`config.mk`:
```
export PLATFORM = sky130hd
export DESIGN_NAME = datapath_fifo_wr_arbiter
export DESIGN_NICKNAME = d
export VERILOG_FILES = /design/src/rtl/datapath_fifo_wr_arbiter.sv
export SDC_FILE = /design/constraint.sdc
export NUM_CORES = 1
export LEC_CHECK = 0
export ABC_AREA = 1
export BUFFER_PORTS_ARGS = -buffer_cell sky130_fd_sc_hd__buf_2
export CAP_MARGIN = 0
export CORE_AREA = 2 2 258 260
export CTS_BUF_LIST = sky130_fd_sc_hd__clkbuf_16
export DETAILED_ROUTE_END_ITERATION = 10
export DIE_AREA = 0 0 260 262
export PLACE_DENSITY = 0.37
export SLEW_MARGIN = 25
export SYNTH_ARGS = -nofsm -noshare
export SYNTH_HDL_FRONTEND = slang
export SYNTH_SLANG_ARGS = --single-unit
```
`constraint.sdc`:
```
create_clock -name clk -period 4 [get_ports clk]
set_input_delay 0.8 -clock clk [delete_from_list [all_inputs] [get_ports clk]]
set_output_delay 0.8 -clock clk [all_outputs]
set_load 0.005 [all_outputs]
```
`src/rtl/datapath_fifo_wr_arbiter.sv`:
```
// rtl/datapath_fifo_wr_arbiter.sv - round-robin write arbiter granting beat pairs into the 128->192 datapath FIFO
// Optional macro DP_WR_ARB_THRESH_HOLDOFF_EN: fifo_threshold holds off new arbitration (pairs in flight still finish).
module datapath_fifo_wr_arbiter #(
  parameter int NUM_SRC    = 4,
  parameter int SRC_IDX_W  = 2,
  parameter int DATA_WIDTH = 128,
  parameter int CNT_W      = 16
) (
  input  logic                          clk,
  input  logic                          rstn,
  input  logic [NUM_SRC-1:0]            src_valid,
  input  logic [NUM_SRC*DATA_WIDTH-1:0] src_data,
  output logic [NUM_SRC-1:0]            src_ready,
  output logic                          fifo_wr,
  output logic [DATA_WIDTH-1:0]         fifo_data_in,
  input  logic                          fifo_full,
  input  logic                          fifo_threshold,
  output logic                          grant_valid,
  output logic [SRC_IDX_W-1:0]          grant_id,
  output logic [CNT_W-1:0]              pair_count
);

  typedef enum logic [1:0] {ST_IDLE, ST_BEAT0, ST_BEAT1} state_e;

  state_e               state_q, state_d;
  logic                 grant_valid_q, grant_valid_d;
  logic [SRC_IDX_W-1:0] grant_id_q, grant_id_d;
  logic [SRC_IDX_W-1:0] rr_ptr_q, rr_ptr_d;
  logic [CNT_W-1:0]     pair_count_q, pair_count_d;

  logic                 hold_off;
  logic                 arb_go;
  logic                 xfer;
  logic                 win_found;
  logic [SRC_IDX_W-1:0] win_id;
  logic [SRC_IDX_W:0]   scan_idx;
  logic [SRC_IDX_W-1:0] next_ptr;

`ifdef DP_WR_ARB_THRESH_HOLDOFF_EN
  assign hold_off = fifo_threshold;
`else
  logic unused_threshold;
  assign unused_threshold = fifo_threshold;
  assign hold_off         = 1'b0;
`endif

  assign arb_go   = (|src_valid) & ~fifo_full & ~hold_off;
  assign xfer     = (state_q != ST_IDLE) & src_valid[grant_id_q] & ~fifo_full;
  assign next_ptr = (grant_id_q == SRC_IDX_W'(NUM_SRC - 1)) ? '0 : grant_id_q + SRC_IDX_W'(1);

  // Scan rr_ptr, rr_ptr+1, ... wrapping at NUM_SRC so non-power-of-two counts never produce an illegal id.
  always_comb begin
    win_found = 1'b0;
    win_id    = '0;
    scan_idx  = '0;
    for (int k = 0; k < NUM_SRC; k++) begin
      scan_idx = {1'b0, rr_ptr_q} + (SRC_IDX_W + 1)'(k);
      if (scan_idx >= (SRC_IDX_W + 1)'(NUM_SRC)) begin
        scan_idx = scan_idx - (SRC_IDX_W + 1)'(NUM_SRC);
      end
      if (!win_found && src_valid[scan_idx[SRC_IDX_W-1:0]]) begin
        win_found = 1'b1;
        win_id    = scan_idx[SRC_IDX_W-1:0];
      end
    end
  end

  always_ff @(posedge clk) begin
    if (!rstn) begin
      state_q       <= ST_IDLE;
      grant_valid_q <= 1'b0;
      grant_id_q    <= '0;
      rr_ptr_q      <= '0;
      pair_count_q  <= '0;
    end else begin
      state_q       <= state_d;
      grant_valid_q <= grant_valid_d;
      grant_id_q    <= grant_id_d;
      rr_ptr_q      <= rr_ptr_d;
      pair_count_q  <= pair_count_d;
    end
  end

  // The grant only moves in IDLE, so both beats of a pair always come from the same source.
  always_comb begin
    state_d       = state_q;
    grant_valid_d = grant_valid_q;
    grant_id_d    = grant_id_q;
    rr_ptr_d      = rr_ptr_q;
    pair_count_d  = pair_count_q;
    unique case (state_q)
      ST_IDLE: begin
        if (arb_go && win_found) begin
          state_d       = ST_BEAT0;
          grant_valid_d = 1'b1;
          grant_id_d    = win_id;
        end
      end
      ST_BEAT0: begin
        if (xfer) state_d = ST_BEAT1;
      end
      ST_BEAT1: begin
        if (xfer) begin
          state_d       = ST_IDLE;
          grant_valid_d = 1'b0;
          rr_ptr_d      = next_ptr;
          pair_count_d  = pair_count_q + CNT_W'(1);
        end
      end
      default: begin
        state_d       = ST_IDLE;
        grant_valid_d = 1'b0;
      end
    endcase
  end

  always_comb begin
    fifo_wr      = xfer;
    src_ready    = '0;
    fifo_data_in = '0;
    if (state_q != ST_IDLE) begin
      src_ready[grant_id_q] = xfer;
      fifo_data_in          = src_data[grant_id_q * DATA_WIDTH +: DATA_WIDTH];
    end
  end

  assign grant_valid = grant_valid_q;
  assign grant_id    = grant_id_q;
  assign pair_count  = pair_count_q;

endmodule

```
==> impl_metrics.json, run 1 <==
{
  "post_cts_resize_count": 0,
  "placement.io_buffers": 670,
  "share_seq_of_total_power": 0.137,
  "endpoint_kind": "primary output",
  "layout-drive-gt1-share": 0.3957,
  "route.antenna.remaining_nets": 0,
  "path_cells": "buf_12 > buf_4 > nor2_1 > nor2_1 > o21ai_0 > a21oi_1 > buf_2",
  "postSynth.topFlopCell": "sky130_fd_sc_hd__dfxtp_1",
  "cts-buffers-inserted": 3,
  "post_cts_buffers": 0,
  "critical_path_arrival_ns": 2.29,
  "placed_cells_incl_taps": 2700,
  "syn_inst": 1250,
  "path_class": "reg2out",
  "placement_rows": 94,
  "dpl.hpwl_um": 41880,
  "core_region_area_um2": 65280,
  "cts_num_sinks": 23,
  "total_switching_power_mw": 0.9362,
  "cp_num_buf_inv": 3,
  "met2WireLength_um": 23600,
  "drv_slew": 0,
  "cellInternalPower_mw": 0.9092,
  "whs_endpoint": "grant_valid",
  "routedWlPerCell_um": 18.59,
  "drt_wl_total_um": 50480,
  "route.detailed.vias_per_inst": 3.864,
  "setup.reg_to_reg.worst_slack_ns": 2.20,
  "wl_met3_um": 4437,
  "detailedRoute.firstPassIterationCount": 5,
  "path_common_cell": "sky130_fd_sc_hd__nor2_1",
  "overflow": 0,
  "synthesis.yosys.warnings": 0,
  "post_synthesis_sequential_area_ratio": 0.07775,
  "final_min_period_over_clock_period": 0.7726,
  "worstSetupStartpointType": "flip-flop",
  "route.layer.met1.wl_um": 21180,
  "syn_area_per_cell_um2": 4.738,
  "ctsHtreeMaxLevel": 1,
  "globalplace.congestion": 0.8153,
  "width_of_the_die_um": 260,
  "first_pass_grt_wire_length_um": 67600,
  "post-route-drc-count": 0,
  "worst_max_slew_pin_slew_ns": 0.8688,
  "setup_viol": 0,
  "timing.max_slew.rel_slack": 0.4147,
  "slowest_stage": "sky130_fd_sc_hd__buf_4",
  "grt_pass1_vias": 9788,
  "layout-area-overhead-vs-synth_pct": 72.77,
  "worst_setup_hold_path_clk_slew_ns": 0.06,
  "data_required_time_at_the_worst_endpoint_ns": 3.20,
  "top_routing_layer_in_use": "met5",
  "irDropWorstVdd_mv": 0.1538,
  "ioPinCount": 672,
  "final-instance-count-excl-fill": 2715,
  "synthArstFlopShare": 0,
  "postSynthNetCount": 1775,
  "skew_ns": 0.004351,
  "hold_viol": 0,
  "synth_enable_flop_cells": 0,
  "power_density_nw_per_um2": 180.4,
  "synth.lib_cells_used.distinct": 29,
  "root_buffer_master": "sky130_fd_sc_hd__clkbuf_16",
  "power.static_leakage_nw": 5.168,
  "start_util": 0.09072,
  "timing.hold.worst_path_depth": 2,
  "layout_min_cycle_time_ns": 3.090,
  "grt_setup_unrepaired": "no",
  "r2r_start": "grant_id[1]",
  "pwr-share-clk": 0.125,
  "ctsHoldBuffers": 0,
  "nets": 2366,
  "power.share.combinational": 0.738,
  "multi_input_area_um2": 4867,
  "fp.dieArea_um2": 68120,
  "min-delay-path-class": "reg2reg",
  "dominant_delay_contributor_by_cell_family_on_the_critical_path": "buffers and inverters",
  "regArea_um2": 467.9,
  "worstReg2RegEnd": "rr_ptr_q[1]",
  "num-fill-cells": 7928,
  "ff2ff_path_depth": 5,
  "global_route.usage.total": 0.1346,
  "cap_viol_max_count": 0,
  "critPathMaxStageDelay_ns": 0.45,
  "yosys_register_bits": 23,
  "critical_path.max_fanout": 70,
  "first_iter_violations": 883,
  "grt_max_degree": 86,
  "vias": 10490,
  "grt_antenna_before_repair": 41,
  "run_status": "finished, final reports clean",
  "chip_height_um": 262,
  "cts_tree": "done",
  "fin_util": 0.1567,
  "clockBufferDepth": 2,
  "power.switching_fraction": 0.5073,
  "setup-tns-final_ns": 0,
  "fin_worst_hold_slack_ns": 0.4664,
  "syn-cell-area_um2": 5922,
  "hold_path.startpoint": "grant_valid",
  "maxClockFrequency_mhz": 323.6,
  "worstSkewPairLatency_ns": 0.27
}
power groups by stage:
stage / Sequential (mW) / Clock, mW / Combinational (mW)
finish: 0.252 / 0.230 / 1.36
floorplan: 0.244 / 0 / 0.697
global route: 0.254 / 0.247 / 1.53
CTS: 0.253 / 0.239 / 1.39
global placement: 0.258 / 0 / 1.38
detailed placement: 0.258 / 0 / 1.38
state kept, by name, indices dropped and copies added, names as in the netlist:
register	cells
grant_valid	1
grant_id	2
rr_ptr_q	2
state_q	2
pair_count	16
synth_stat cells (2+ instances only):
cell type,n,area share
sky130_fd_sc_hd__buf_6,2,0.0038
sky130_fd_sc_hd__o21ai_0,264,0.22
sky130_fd_sc_hd__buf_2,45,0.038
sky130_fd_sc_hd__o21ai_1,2,0.0017
sky130_fd_sc_hd__nand2_4,2,0.0038
sky130_fd_sc_hd__nor2_1,536,0.34
sky130_fd_sc_hd__ha_1,5,0.011
sky130_fd_sc_hd__nand3_1,18,0.015
sky130_fd_sc_hd__dfxtp_1,23,0.078
sky130_fd_sc_hd__a21oi_1,140,0.12
sky130_fd_sc_hd__a21oi_2,10,0.015
sky130_fd_sc_hd__clkbuf_1,51,0.032
sky130_fd_sc_hd__nand2_1,81,0.051
sky130_fd_sc_hd__inv_1,27,0.017
sky130_fd_sc_hd__buf_1,4,0.0025
sky130_fd_sc_hd__xor2_1,8,0.012
sky130_fd_sc_hd__nor2_2,2,0.0021
sky130_fd_sc_hd__nand2_2,10,0.011
sky130_fd_sc_hd__xnor2_1,2,0.0030
sky130_fd_sc_hd__nand4_1,2,0.0021
sky130_fd_sc_hd__inv_2,4,0.0025
sky130_fd_sc_hd__nor3_1,5,0.0042
placed cells by master (no fill, tap or decap):
cell,instances
sky130_fd_sc_hd__nor2_1,535
sky130_fd_sc_hd__buf_4,14
sky130_fd_sc_hd__nand2_2,10
sky130_fd_sc_hd__xor2_1,8
sky130_fd_sc_hd__o211ai_2,1
sky130_fd_sc_hd__dfxtp_1,21
sky130_fd_sc_hd__nand3_1,18
sky130_fd_sc_hd__nand2_1,81
sky130_fd_sc_hd__nor2_2,2
sky130_fd_sc_hd__ha_1,5
sky130_fd_sc_hd__dfxtp_4,2
sky130_fd_sc_hd__and3_1,1
sky130_fd_sc_hd__buf_2,670
sky130_fd_sc_hd__xnor2_1,2
sky130_fd_sc_hd__inv_2,3
sky130_fd_sc_hd__nor3_2,1
sky130_fd_sc_hd__o21ai_0,264
sky130_fd_sc_hd__o21ai_1,2
sky130_fd_sc_hd__nor2_4,1
sky130_fd_sc_hd__a21oi_1,140
sky130_fd_sc_hd__inv_1,27
sky130_fd_sc_hd__nor3_1,5
sky130_fd_sc_hd__diode_2,11
sky130_fd_sc_hd__clkbuf_16,3
sky130_fd_sc_hd__nand4_1,2
sky130_fd_sc_hd__a21oi_2,10
sky130_fd_sc_hd__clkinv_1,1
sky130_fd_sc_hd__nor2_8,1
sky130_fd_sc_hd__nand2_4,2
sky130_fd_sc_hd__buf_12,6
sky130_fd_sc_hd__inv_6,2
worst max path at each step:
stage,endpoint,slack (ns),start,cells past startpoint
final,fifo_data_in[93],0.91,grant_id[0],7
after floorplan,src_ready[0],1.73,src_valid[1],8
after global placement,fifo_data_in[93],1.16,grant_id[0],7
after detailed placement,fifo_data_in[93],1.16,grant_id[0],7
after CTS,fifo_data_in[93],0.86,grant_id[0],7
after global routing,fifo_data_in[93],0.77,grant_id[0],7
metal layers:
| layer | vias up | global-route usage |
|---|---|---|
| li1 | 5267 | - |
| met1 | 4658 | 0.1706 |
| met2 | 479 | 0.2271 |
| met3 | 70 | 0.03424 |
| met4 | 16 | 0.03273 |
| met5 | - | 0 |
per-stage QoR:
step	setup WS [ns]	cell area [µm²]	power [mW]
finish	0.9098	10230	1.845
global placement	1.160	10120	1.641
global route	0.7681	10220	2.034
floorplan	1.728	5922	0.9414
detailed placement	1.164	10120	1.636
CTS	0.8591	10200	1.877
worst register-to-register path: stages (launching register included):
cell and delay [ns]:
sky130_fd_sc_hd__dfxtp_4 0.47, sky130_fd_sc_hd__inv_6 0.41, sky130_fd_sc_hd__buf_4 0.34, sky130_fd_sc_hd__ha_1 0.29, sky130_fd_sc_hd__nor2_1 0.13, sky130_fd_sc_hd__nor2_1 0.06
area by class of cell:
type                            instances  area share
Multi-Input combinational cell       1091      0.4757
Clock buffer                            3    0.007338
Clock inverter                          1   0.0003669
Inverter                               32     0.01272
Tap cell                              864      0.1057
Sequential cell                        23     0.04574
Antenna cell                           11    0.002690
Timing Repair Buffer                  690      0.3498
logic make-up (layout without fill, tap and decap cells):
logic type,after synthesis,count (layout),synth area share
simple gates,659,659,0.4352
compound gates,417,417,0.3600
buf+inv,136,726,0.1016
flops,23,23,0.07775
xor+xnor,10,10,0.01479
fa+ha+maj,5,5,0.01056
other cells,0,11,0
(Power assumes the default switching activity.)
==> run 2: changes to the inputs <==
--- a/config.mk
+++ b/config.mk
@@ -12,7 +12,7 @@
 export CTS_BUF_LIST = sky130_fd_sc_hd__clkbuf_16
 export DETAILED_ROUTE_END_ITERATION = 10
 export DIE_AREA = 0 0 260 262
-export PLACE_DENSITY = 0.37
+export PLACE_DENSITY = 0.38
 export SLEW_MARGIN = 25
 export SYNTH_ARGS = -nofsm -noshare
 export SYNTH_HDL_FRONTEND = slang
==> constraint.sdc (replaced) <==
create_clock -name clk -period 2.48 [get_ports clk]
set_input_delay 0.496 -clock clk [delete_from_list [all_inputs] [get_ports clk]]
set_output_delay 0.496 -clock clk [all_outputs]
set_load 0.005 [all_outputs]
==> run 2 against run 1 <==
Worst hold slack gained 0.011 ns. Combinational power grew 76%. Die area is the same. Flip-flop and latch count is the same. Via count grew 1.4%. Sequential share of layout area shrank 0.19 points. Clock-buffer cell count is the same. Non-clock buffer count grew 35. Clock skew shrank 0.00054 ns. Design area grew 4.3%. Critical path type unchanged. Largest power group unchanged. Highest routed layer unchanged.
==> impl_metrics.json, run 2 (synthesized netlist as in run 1, its figures left out) <==
{
  "run_status": "finished, final reports clean",
  "placement_rows": 94,
  "final_min_period_over_clock_period": 0.9740,
  "power.share.combinational": 0.757,
  "num-fill-cells": 7886,
  "layout-drive-gt1-share": 0.4080,
  "setup_viol": 0,
  "total_switching_power_mw": 1.562,
  "path_class": "reg2out",
  "root_buffer_master": "sky130_fd_sc_hd__clkbuf_16",
  "layout-area-overhead-vs-synth_pct": 80.16,
  "dpl.hpwl_um": 43060,
  "cts_num_sinks": 23,
  "drv_slew": 0,
  "detailedRoute.firstPassIterationCount": 6,
  "placed_cells_incl_taps": 2728,
  "min-delay-path-class": "reg2reg",
  "worstSetupStartpointType": "flip-flop",
  "post-route-drc-count": 0,
  "worstReg2RegEnd": "grant_id[1]",
  "routedWlPerCell_um": 18.81,
  "worst_max_slew_pin_slew_ns": 0.6075,
  "drt_wl_total_um": 51700,
  "clockBufferDepth": 2,
  "pwr-share-clk": 0.119,
  "mostFrequentLayoutCell": "sky130_fd_sc_hd__buf_2",
  "skew_ns": 0.003808,
  "route.antenna.remaining_nets": 0,
  "setup.reg_to_reg.worst_slack_ns": 0.81,
  "overflow": 0,
  "dpl_worst_slack_ns": 0.1976,
  "worst_setup_hold_path_clk_slew_ns": 0.07,
  "globalplace.congestion": 0.8251,
  "design_power_mw": 3.157,
  "r2r_start": "rr_ptr_q[0]",
  "worstSkewPairLatency_ns": 0.26,
  "ctsHtreeMaxLevel": 1,
  "data_required_time_at_the_worst_endpoint_ns": 1.98,
  "vias": 10630,
  "cts-buffers-inserted": 3,
  "grt.met3_usage": 0.03164,
  "grt_max_degree": 82,
  "use_met2": 0.2309,
  "chip_height_um": 262,
  "grt_pass1_vias": 9905,
  "fp.dieArea_um2": 68120,
  "nets": 2401,
  "power.switching_fraction": 0.4947,
  "largest_reg_flops": 16,
  "global_route.usage.total": 0.1374,
  "mostFrequentLayoutCells": "sky130_fd_sc_hd__buf_2 (670), sky130_fd_sc_hd__nor2_1 (535), sky130_fd_sc_hd__o21ai_0 (264)",
  "start_util": 0.09072,
  "cap_viol_max_count": 0,
  "first_iter_violations": 876,
  "critical_path_arrival_ns": 1.92,
  "fin_ws_ns": 0.06441,
  "layout_min_cycle_time_ns": 2.416,
  "timing.hold.worst_path_depth": 2,
  "most_congested_layer_reported_by_global_routing": "met2",
  "share_seq_of_total_power": 0.125,
  "maxClockFrequency_mhz": 414.0,
  "power_density_nw_per_um2": 295.9,
  "route.detailed.vias_per_inst": 3.868,
  "timing.max_slew.rel_slack": 0.5907,
  "hold_path.startpoint": "grant_valid",
  "width_of_the_die_um": 260,
  "first_pass_grt_wire_length_um": 69010,
  "critical_path.max_fanout": 33,
  "fin_worst_hold_slack_ns": 0.4770,
  "power.static_leakage_nw": 5.398,
  "final-instance-count-excl-fill": 2749,
  "hold_viol": 0,
  "whs_endpoint": "grant_valid",
  "core_region_area_um2": 65280,
  "ioPinCount": 672,
  "cellInternalPower_mw": 1.595,
  "setup-tns-final_ns": 0,
  "cts_tree": "done",
  "placement.io_buffers": 670,
  "endpoint_kind": "primary output",
  "ctsHoldBuffers": 0,
  "grt_antenna_before_repair": 42,
  "ff2ff_path_depth": 10,
  "met1_usage": 0.1789,
  "grt_setup_unrepaired": "yes",
  "irDropWorstVdd_mv": 0.2295
}
==> run 2: how the worst max path moves through the flow <==
stage	from	endpoint	slack, ns	cells past startpoint
3_5_place_dp	grant_id[1]	fifo_data_in[12]	0.20	7
4_1_cts	grant_id[0]	fifo_data_in[86]	0.02	7
2_1_floorplan	grant_id[0]	src_ready[0]	0.70	7
5_1_grt	grant_id[0]	fifo_data_in[92]	-0.02	6
6_report	grant_id[0]	fifo_data_in[54]	0.06	7
3_3_place_gp	grant_id[1]	fifo_data_in[12]	0.21	7
==> run 2: repair_timing <==
action,4_1_cts,5_1_grt
gates cloned,0,1
pin swaps,0,1
endpoints found under the setup margin,3,9
resized for setup,0,5
buffers inserted,4,2
==> run 2: power groups by stage <==
stage | clock network [mW] | logic [mW] | registers, mW
after global placement | 0 | 2.35 | 0.418
after detailed placement | 0 | 2.34 | 0.418
after CTS | 0.389 | 2.39 | 0.393
final | 0.374 | 2.39 | 0.393
after global routing | 0.401 | 2.66 | 0.395
after floorplan | 0 | 1.12 | 0.394
==> run 2: layout make-up <==
class	count	area, µm²	share of cell area
Sequential cell	23	467.9	0.04386
Clock inverter	1	6.256	0.0005864
Antenna cell	10	25.02	0.002345
Timing Repair Buffer	725	4010	0.3759
Multi-Input combinational cell	1091	4871	0.4565
Clock buffer	3	75.07	0.007036
Tap cell	864	1081	0.1013
Inverter	32	132.6	0.01243
==> run 2: critical path: stages, from the launching register on <==
cell and delay (ns):
sky130_fd_sc_hd__dfxtp_4 0.38, sky130_fd_sc_hd__buf_12 0.13, sky130_fd_sc_hd__inv_8 0.20, sky130_fd_sc_hd__buf_4 0.28, sky130_fd_sc_hd__buf_4 0.16, sky130_fd_sc_hd__o21ai_0 0.10
sky130_fd_sc_hd__a21oi_2 0.20, sky130_fd_sc_hd__buf_2 0.16
==> run 2: routing by layer <==
metal  part of all wire  up-vias
li1                   -     5342
met1               0.43     4739
met2               0.47      471
met3              0.078       64
met4              0.016       18
met5             0.0024        -
==> run 2: metrics by stage <==
| stage | area (µm²) | util |
|---|---|---|
| 6_report | 10670 | 0.1634 |
| 5_1_grt | 10670 | 0.1634 |
| 4_1_cts | 10570 | 0.1619 |
| 3_5_place_dp | 10440 | 0.1599 |
| 3_3_place_gp | 10440 | 0.1599 |
| 2_1_floorplan | 5922 | - |
